### src/rtl/key_conditioner_pkg.sv
// Shared constants and helpers for the key conditioner.
//   KC_N             default channel count
//   KC_TICK_DIV      default clk cycles per debounce sample tick
//   KC_STABLE_TICKS  default ticks a new level must persist to be accepted
//   cnt_width()      counter width for a 0..range_v-1 counter (at least 1 bit)
package key_cond_pkg;

  localparam int unsigned KC_N            = 21;
  localparam int unsigned KC_TICK_DIV     = 100000;
  localparam int unsigned KC_STABLE_TICKS = 10;

  function automatic int unsigned cnt_width(input int unsigned range_v);
    return (range_v <= 32'd1) ? 32'd1 : 32'($clog2(range_v));
  endfunction

endpackage

### src/rtl/key_conditioner_if.sv
// Board-pin side bundle of the key conditioner.
//   raw      unsynchronized pin inputs, active-high
//   mask     1 = suppress rise/fall for that channel
//   level    debounced level
//   rise     one-clk pulse on accepted 0->1
//   fall     one-clk pulse on accepted 1->0
//   any_rise OR of rise
// master drives raw/mask (board/bench side), slave is the conditioner.
interface key_conditioner_if
  import key_cond_pkg::*;
#(
  parameter int unsigned N = KC_N
) ();

  logic [N-1:0] raw;
  logic [N-1:0] mask;
  logic [N-1:0] level;
  logic [N-1:0] rise;
  logic [N-1:0] fall;
  logic         any_rise;

  modport master (
    output raw, mask,
    input  level, rise, fall, any_rise
  );

  modport slave (
    input  raw, mask,
    output level, rise, fall, any_rise
  );

endinterface

### src/rtl/key_conditioner_chan.sv
// One conditioner channel: 2-FF synchronizer, tick-qualified debounce, edge detector.
//   clk, rstn  clock, async active-low reset
//   tick       shared debounce sample strobe
//   raw        unsynchronized pin
//   mask       suppresses rise/fall (level still tracked)
//   level      debounced level
//   rise/fall  one-cycle pulses on accepted transitions
module key_chan
  import key_cond_pkg::*;
#(
  parameter int unsigned STABLE_TICKS = KC_STABLE_TICKS
) (
  input  logic clk,
  input  logic rstn,
  input  logic tick,
  input  logic raw,
  input  logic mask,
  output logic level,
  output logic rise,
  output logic fall
);

  localparam int unsigned CNT_W = cnt_width(STABLE_TICKS);
  localparam logic [CNT_W-1:0] CNT_LAST = CNT_W'(STABLE_TICKS - 32'd1);

  logic             r_s1;
  logic             r_s2;
  logic             r_stable;
  logic             r_stable_d;
  logic [CNT_W-1:0] r_cnt;

  // Synchronizer, debounce counter and edge-history register.
  always_ff @(posedge clk or negedge rstn) begin
    if (!rstn) begin
      r_s1       <= 1'b0;
      r_s2       <= 1'b0;
      r_stable   <= 1'b0;
      r_stable_d <= 1'b0;
      r_cnt      <= '0;
    end else begin
      r_s1       <= raw;
      r_s2       <= r_s1;
      r_stable_d <= r_stable;
      // Any sample agreeing with the accepted level restarts the count.
      if (r_s2 == r_stable) begin
        r_cnt <= '0;
      end else if (tick && (r_cnt == CNT_LAST)) begin
        r_stable <= r_s2;
        r_cnt    <= '0;
      end else if (tick) begin
        r_cnt <= r_cnt + CNT_W'(1);
      end
    end
  end

  // Mask acts combinationally so a pulse masked in its cycle is dropped.
  assign level = r_stable;
  assign rise  = r_stable & ~r_stable_d & ~mask;
  assign fall  = ~r_stable & r_stable_d & ~mask;

endmodule

### src/rtl/key_conditioner.sv
// Conditions N raw board inputs into debounced levels and rise/fall pulses.
//   clk, rstn  clock, async active-low reset
//   bus        key_conditioner_if.slave: raw/mask in, level/rise/fall/any_rise out
// A free-running prescaler produces the shared debounce tick.
module key_conditioner
  import key_cond_pkg::*;
#(
  parameter int unsigned N            = KC_N,
  parameter int unsigned TICK_DIV     = KC_TICK_DIV,
  parameter int unsigned STABLE_TICKS = KC_STABLE_TICKS
) (
  input  logic              clk,
  input  logic              rstn,
  key_conditioner_if.slave  bus
);

  localparam int unsigned PRE_W = cnt_width(TICK_DIV);
  localparam logic [PRE_W-1:0] PRE_LAST = PRE_W'(TICK_DIV - 32'd1);

  logic [PRE_W-1:0] r_pre;
  logic             w_tick;
  logic [N-1:0]     w_level;
  logic [N-1:0]     w_rise;
  logic [N-1:0]     w_fall;

  // Prescaler free-runs 0..TICK_DIV-1; never cleared by channel activity.
  always_ff @(posedge clk or negedge rstn) begin
    if (!rstn) begin
      r_pre <= '0;
    end else if (r_pre == PRE_LAST) begin
      r_pre <= '0;
    end else begin
      r_pre <= r_pre + PRE_W'(1);
    end
  end

  assign w_tick = (r_pre == PRE_LAST);

  for (genvar gi = 0; gi < N; gi++) begin : g_chan
    key_chan #(
      .STABLE_TICKS (STABLE_TICKS)
    ) u_chan (
      .clk   (clk),
      .rstn  (rstn),
      .tick  (w_tick),
      .raw   (bus.raw[gi]),
      .mask  (bus.mask[gi]),
      .level (w_level[gi]),
      .rise  (w_rise[gi]),
      .fall  (w_fall[gi])
    );
  end

  assign bus.level    = w_level;
  assign bus.rise     = w_rise;
  assign bus.fall     = w_fall;
  assign bus.any_rise = |w_rise;

endmodule

### src/flat_wrapper.sv
// flat-port wrapper written by rule: the top's interface ports become plain ports
module key_conditioner_flat import key_cond_pkg::*;
#(
  parameter int unsigned N            = KC_N,
  parameter int unsigned TICK_DIV     = KC_TICK_DIV,
  parameter int unsigned STABLE_TICKS = KC_STABLE_TICKS
)
  (clk, rstn, bus_raw, bus_mask, bus_level, bus_rise, bus_fall, bus_any_rise);
  key_conditioner_if #(.N(N)) bus_i ();
  input  logic clk;
  input  logic rstn;
  input wire logic [$bits(bus_i.raw)-1:0] bus_raw;
  input wire logic [$bits(bus_i.mask)-1:0] bus_mask;
  output wire logic [$bits(bus_i.level)-1:0] bus_level;
  output wire logic [$bits(bus_i.rise)-1:0] bus_rise;
  output wire logic [$bits(bus_i.fall)-1:0] bus_fall;
  output wire logic [$bits(bus_i.any_rise)-1:0] bus_any_rise;
  assign bus_i.raw = bus_raw;
  assign bus_i.mask = bus_mask;
  assign bus_level = bus_i.level;
  assign bus_rise = bus_i.rise;
  assign bus_fall = bus_i.fall;
  assign bus_any_rise = bus_i.any_rise;
  key_conditioner #(.N(N), .TICK_DIV(TICK_DIV), .STABLE_TICKS(STABLE_TICKS)) u_core (.clk(clk), .rstn(rstn), .bus(bus_i));
endmodule
### config.mk
export PLATFORM = sky130hd
export DESIGN_NAME = key_conditioner_flat
export DESIGN_NICKNAME = d
export VERILOG_FILES = /design/src/rtl/key_conditioner_pkg.sv /design/src/rtl/key_conditioner_if.sv /design/src/rtl/key_conditioner_chan.sv /design/src/rtl/key_conditioner.sv /design/src/flat_wrapper.sv
export SDC_FILE = /design/constraint.sdc
export NUM_CORES = 1
export LEC_CHECK = 0
export BUFFER_PORTS_ARGS = -buffer_cell sky130_fd_sc_hd__buf_2
export CAP_MARGIN = 15
export CORE_UTILIZATION = 57
export DETAILED_ROUTE_END_ITERATION = 10
export PLACE_DENSITY = 0.84
export SLEW_MARGIN = 20
export SYNTH_ARGS = -nofsm -noshare
export SYNTH_HDL_FRONTEND = slang
export SYNTH_HIERARCHICAL = 1
export SYNTH_SLANG_ARGS = --single-unit
export TNS_END_PERCENT = 100
### constraint.sdc
create_clock -name clk -period 8.7 [get_ports clk]
set_input_delay 1.305 -clock clk [delete_from_list [all_inputs] [get_ports clk]]
set_output_delay 1.305 -clock clk [all_outputs]
set_load 0.005 [all_outputs]
==> out/results.tsv, run 1 <==
metric	value	unit
ys.flop_type	dfrtp_1	
setup_tns	0	ns
grt_max_degree	117	
holdBufCountCts	0	
route.detailed.drc	0	
pwr-share-clk	0.457	
p_switching	0.3691	mW
cp-start-kind	input port	
syn_area	9010	um2
synth_seq_cells	185	
setup-violations-final	0	
seqPwrFrac	0.519	
cap_violations	0	
boundaryPins	108	
avgRoutedWirePerCell	13.87	um
synth_cell_type_count	28	
yosysMostFrequentCell	dfrtp_1	
combPwrFrac	0.023	
synth_top_area_frac	0.5138	
drt_iter0_drc	325	
num_antenna_cells	0	
netlist_instances	816	
yosys.area.top_type	dfrtp_1	
stdcell_count	1168	
synthTopCellsByCount	185 x dfrtp_1, 91 x nand2_1, 64 x inv_1, 63 x a21oi_1, 63 x o21ai_0	
clkTransAtPathRegs	0.07	ns
cp.arrival	2.90	ns
vias_per_cell	5.516	
outcome	complete, no violations	
tightest_slew	1.022	ns
yosys-top-cells-area	dfrtp_1 51%, ha_1 6.0%, nand3b_4 4.7%	
clk_latency	0.43	ns
clockBufferDepth	2	
post-cts-setup-buffers	0	
dieArea	16310	um2
dp_cells	1136	
cts-root-buf	clkbuf_16	
clock_sinks	185	
timing.fmax	237.9	MHz
pre_cts_slack	4.538	ns
cts_resized	0	
first_pass_iters	8	
maxSlewHeadroom	0.3188	
min_path_type	reg -> reg	
r2r-start	u_core/r_pre[11]	
cts_made_buffers	17	
die_h	127.7	um
hold_slack	0.3450	ns
placed_cell_area	9837	um2
hold_start	u_core/g_chan[18].u_chan/r_s1	
setup.worst_path.start	bus_mask[11]	
track_usage	0.2153	
finalCritPeriodShare	0.4832	
grt-ovfl-total	0	
gp_congestion	0.7621	
p_int	1.315	mW
grt_first_pass_wirelength	28240	um
swShare	0.2192	
syn-num-nets	903	
rsz0062_at_grt	no	
syn_to_final_growth	15.71	%
cp-end-kind	output port	
ys_warn_count	6	
die_x	127.7	um
io_buffers	107	
peakVddDrop	0.0001290	V
coreArea	15310	um2
cts_tree	yes	
worstSetupPathType	in -> out	
finish.net_count	1031	
fin_area	10430	um2
start_util	0.5883	
fin_ws	4.496	ns
ant_nets	0	
fin_skew	0.007393	ns
layout-drive-gt1-share	0.1933	
grt_pass1_vias	6230	
avgSynthCellArea	11.04	um2
cp_data_required_time	7.39	ns
synth_edf_count	0	
ys_async_sr_fraction	1.000	
ys_seq_area_frac	0.5138	
rows	45	
dp_hpwl	10530	um
antenna_found_initial	0	
critPathMaxFanout	2	
cellPowerDensity	161.5	nW/um2
wl	16200	um
vias	6443	
drv_slew	0	
leakagePower	5.342	nW
finalHoldViolations	0	
htree_levels	4	
min_period	4.204	ns
[critical path: stages]
cell and delay (ns):
buf_2 0.09, nor3b_1 0.05, nor4_1 0.61, nand4_1 0.26, or4_1 0.45, buf_2 0.14
[path summary, 6_finish.rpt]
check	endpoint	cells after the start	slack (ns)
setup / recovery	bus_any_rise	6	4.50
hold / removal	u_core/g_chan[18].u_chan/r_s2	0	0.34
setup reg to reg	u_core/g_chan[8].u_chan/r_cnt[2]	7	5.49
hold reg to reg	u_core/g_chan[18].u_chan/r_s2	0	0.34
max in group asynchronous	u_core/g_chan[0].u_chan/r_s2	2	6.34
min in group asynchronous	u_core/g_chan[16].u_chan/r_cnt[2]	1	0.96
[state kept, by name, indices dropped and copies added (netlist names)]
signal	count
u_core/g_chan.u_chan/r_s2	21
u_core/g_chan.u_chan/r_cnt	84
u_core/g_chan.u_chan/r_s1	21
u_core/g_chan.u_chan/r_stable_d	21
u_core/g_chan.u_chan/level	21
u_core/r_pre	17
[stage by stage]
step,total power [mW],util
after CTS,1.703,0.6807
after global placement,0.9303,0.6423
after global routing,1.743,0.6807
final,1.684,0.6807
after detailed placement,0.9318,0.6423
after floorplan,0.8996,-
[cell families (layout without fill, tap and decap cells)]
| group | Yosys count | after routing | synth area share |
|---|---|---|---|
| AO/OA/AOI/OAI | 189 | 189 | 0.1254 |
| XOR/XNOR | 36 | 36 | 0.03500 |
| adder cells (fa/ha/maj) | 43 | 43 | 0.05971 |
| buffers and inverters | 65 | 206 | 0.02708 |
| flip-flops | 185 | 185 | 0.5138 |
| AND/OR/NAND/NOR | 298 | 298 | 0.2390 |
[area by class of cell]
type                    count  area, um2
fillers                  1150       4890
flip-flops and latches    185       4629
multi-input cells         566       4136
repair buffers            110      566.8
clock buffers              19      442.9
well taps                 211      264.0
inverters                  64      240.2
clock inverters            13      145.1
[cell usage in the layout (no fill, tap or decap), drive strengths merged]
cell,synthesis,layout
clkinv,0,5
xor2,3,3
or3b,21,21
buf,0,109
nand3b,63,63
clkinvlp,0,3
nand4,7,7
a21boi,21,21
clkbuf,1,20
nor2b,1,1
ha,43,43
nand2b,21,21
o21ai,63,63
nor3b,42,42
and4b,21,21
and4,1,1
nor3,5,5
xnor2,33,33
nor4,7,7
inv,64,67
nor2,9,9
dfrtp,185,185
a21oi,84,84
nand2,91,91
bufinv,0,2
o31ai,21,21
nand3,5,5
or4,4,4
[power groups by stage]
stage                     registers [mW]  logic, mW  clock network [mW]
after global routing               0.875     0.0454               0.822
after CTS                          0.875     0.0409               0.788
after global placement             0.891     0.0397                   0
final                              0.875     0.0390               0.770
after floorplan                    0.890    0.00970                   0
after detailed placement           0.891     0.0408                   0
[metal layers]
layer	GRT usage	wire (um)
met5	0	0
met3	0.03631	397
met2	0.3657	8015
met1	0.2782	7571
met4	0.08097	212
Power figures use the tool's default switching activity.
==> run 2, diff against run 1 <==
Settings changed: CORE_UTILIZATION 57 to 53, PLACE_DENSITY 0.84 to 0.83.
Clock period 8.7 ns to 3.6 ns, I/O delays scaled along.
==> out/results.tsv, run 2 (synthesis gave the netlist of run 1 again) <==
metric	value	unit	change
avgRoutedWirePerCell	13.59	um	-2.0%
hold_slack	0.1532	ns	-0.1918 ns
vias	6375		-1.1%
r2r-start	u_core/r_pre[11]		
vias_per_cell	5.412		-1.9%
cts_made_buffers	17		unchanged
min_period	3.113	ns	
maxSlewHeadroom	0.5113		+0.1925
layout_common_cells	185 x dfrtp_1, 106 x buf_2, 91 x nand2_1		
fin_skew	0.009125	ns	+0.001731 ns
tightest_slew	0.7263	ns	-0.2955 ns
critPathMaxFanout	6		+4
regArea	4629	um2	unchanged
cap_violations	0		unchanged
io_buffers	107		unchanged
outcome	complete, no violations		
htree_levels	4		unchanged
clkTransAtPathRegs	0.07	ns	about the same
peakVddDrop	0.0004413	V	+240%
cp-end-kind	output port		
regToRegSetupSlack	0.75	ns	-4.74 ns
cp.arrival	2.57	ns	-0.33 ns
rows	47		+4.4%
layout_commonest_cell	dfrtp_1		
fin_ws	0.4868	ns	-4.010 ns
num_antenna_cells	0		unchanged
largest-register	u_core/g_chan.u_chan/r_cnt		
setup-violations-final	0		unchanged
fillers	1312		+14%
cts-root-buf	clkbuf_16		
drv_slew	0		unchanged
critPathMaxStageDelay	0.65	ns	+0.04 ns
boundaryPins	108		unchanged
pre_cts_slack	0.8075	ns	-3.731 ns
dieArea	17530	um2	+7.4%
first_pass_iters	5		-3
fin_util	0.6327		-0.04800
finalHoldViolations	0		unchanged
clk_latency	0.42	ns	about the same
min_path_type	in -> async		
post-cts-setup-buffers	0		unchanged
rsz0062_at_grt	no		
start_util	0.5433		-0.04501
timing.fmax	321.2	MHz	
grt-ovfl-total	0		unchanged
holdBufCountCts	0		unchanged
drt_iter0_drc	373		+15%
setup_tns	0	ns	unchanged
multiInputGateArea	4136	um2	unchanged
setup.worst_path.start	u_core/g_chan[11].u_chan/level		
leakagePower	5.355	nW	+0.24%
rr_endpoint	u_core/g_chan[8].u_chan/r_cnt[2]		
p_int	3.248	mW	+150%
syn_to_final_growth	16.46	%	
dp_hpwl	10640	um	+0.99%
crit_chain	nor3b_1 > nor4_1 > nand4_1 > or4_1 > buf_2		
grt_pass1_vias	6175		-0.88%
clockBufferDepth	2		unchanged
finalCritPeriodShare	0.8648		
coreArea	16580	um2	+8.3%
gp_congestion	0.7722		+1.3%
combPwrFrac	0.024		about the same
ant_nets	0		unchanged
route.detailed.drc	0		unchanged
die_x	132.4	um	+3.6%
layout-drive-gt1-share	0.1942		+0.0008421
cellPowerDensity	392.6	nW/um2	+140%
seqPwrFrac	0.513		-0.006
antenna_found_initial	0		unchanged
grt_first_pass_wirelength	28010	um	-0.80%
die_h	132.4	um	+3.6%
cp_data_required_time	3.06	ns	-4.33 ns
cts_resized	0		unchanged
pwr-share-clk	0.463		+0.006
grt_max_degree	129		+10%
largest_register_ffs	84		unchanged
wl	16010	um	-1.2%
p_switching	0.8706	mW	+140%
track_usage	0.1956		-0.01974
slowest_stage	nor4_1		
cts_tree	yes		
finish.net_count	1032		+0.097%
cp-start-kind	flip-flop		
worstSetupPathType	reg -> out		
swShare	0.2114		-0.007824
r2r_cells	7		unchanged
clock_sinks	185		unchanged
==> run 2: cell count changes in the layout (fill, tap and decap cells not counted), sizes merged <==
cell	previous run	this run
buf	109	110
clkinvlp	3	6
clkinv	5	2
bufinv	2	3
inv	67	66
==> run 2: power by group through the flow <==
stage          combinational, mW  sequential (mW)  clock [mW]
6_report                  0.0970             2.11        1.91
3_3_place_gp              0.0995             2.15           0
4_1_cts                    0.101             2.11        1.96
2_1_floorplan             0.0234             2.15           0
3_5_place_dp               0.101             2.15           0
5_1_grt                    0.113             2.12        2.04
==> run 2: metal layers <==
metal  up-vias  routed length, um  GRT usage
li1       3134                  -          -
met1      3122               7174     0.2501
met2       105               8047     0.3295
met3        14                547    0.04960
met4         0                238    0.05556
met5         -                  0          0
==> run 2: worst max path at each step <==
stage	endpoint	slack [ns]
2_1_floorplan	u_core/g_chan[0].u_chan/r_cnt[2]	-1.59
3_3_place_gp	u_core/g_chan[6].u_chan/r_cnt[2]	0.89
3_5_place_dp	u_core/g_chan[6].u_chan/r_cnt[2]	0.81
4_1_cts	bus_any_rise	0.56
5_1_grt	bus_any_rise	0.48
6_report	bus_any_rise	0.49
==> run 2: critical path, delay by kind of cell, from the launching register on <==
family | cells | cell delay [ns]
buf+inv | 1 | 0.14
flops | 1 | 0.44
simple gates | 4 | 1.57
==> run 2: final cells by class <==
type                    count  area share
clock inverters            13     0.01610
inverters                  64     0.02290
flip-flops and latches    185      0.4412
clock buffers              19     0.04221
multi-input cells         566      0.3942
well taps                 220     0.02623
repair buffers            111     0.05712
==> run 2: metrics by stage <==
stage	total power, mW	cell area [um2]	instances
finish	4.119	10490	1178
global route	4.272	10490	1178
CTS	4.177	10490	1178
detailed placement	2.255	9881	1146
global placement	2.252	9881	1146
floorplan	2.174	9010	816
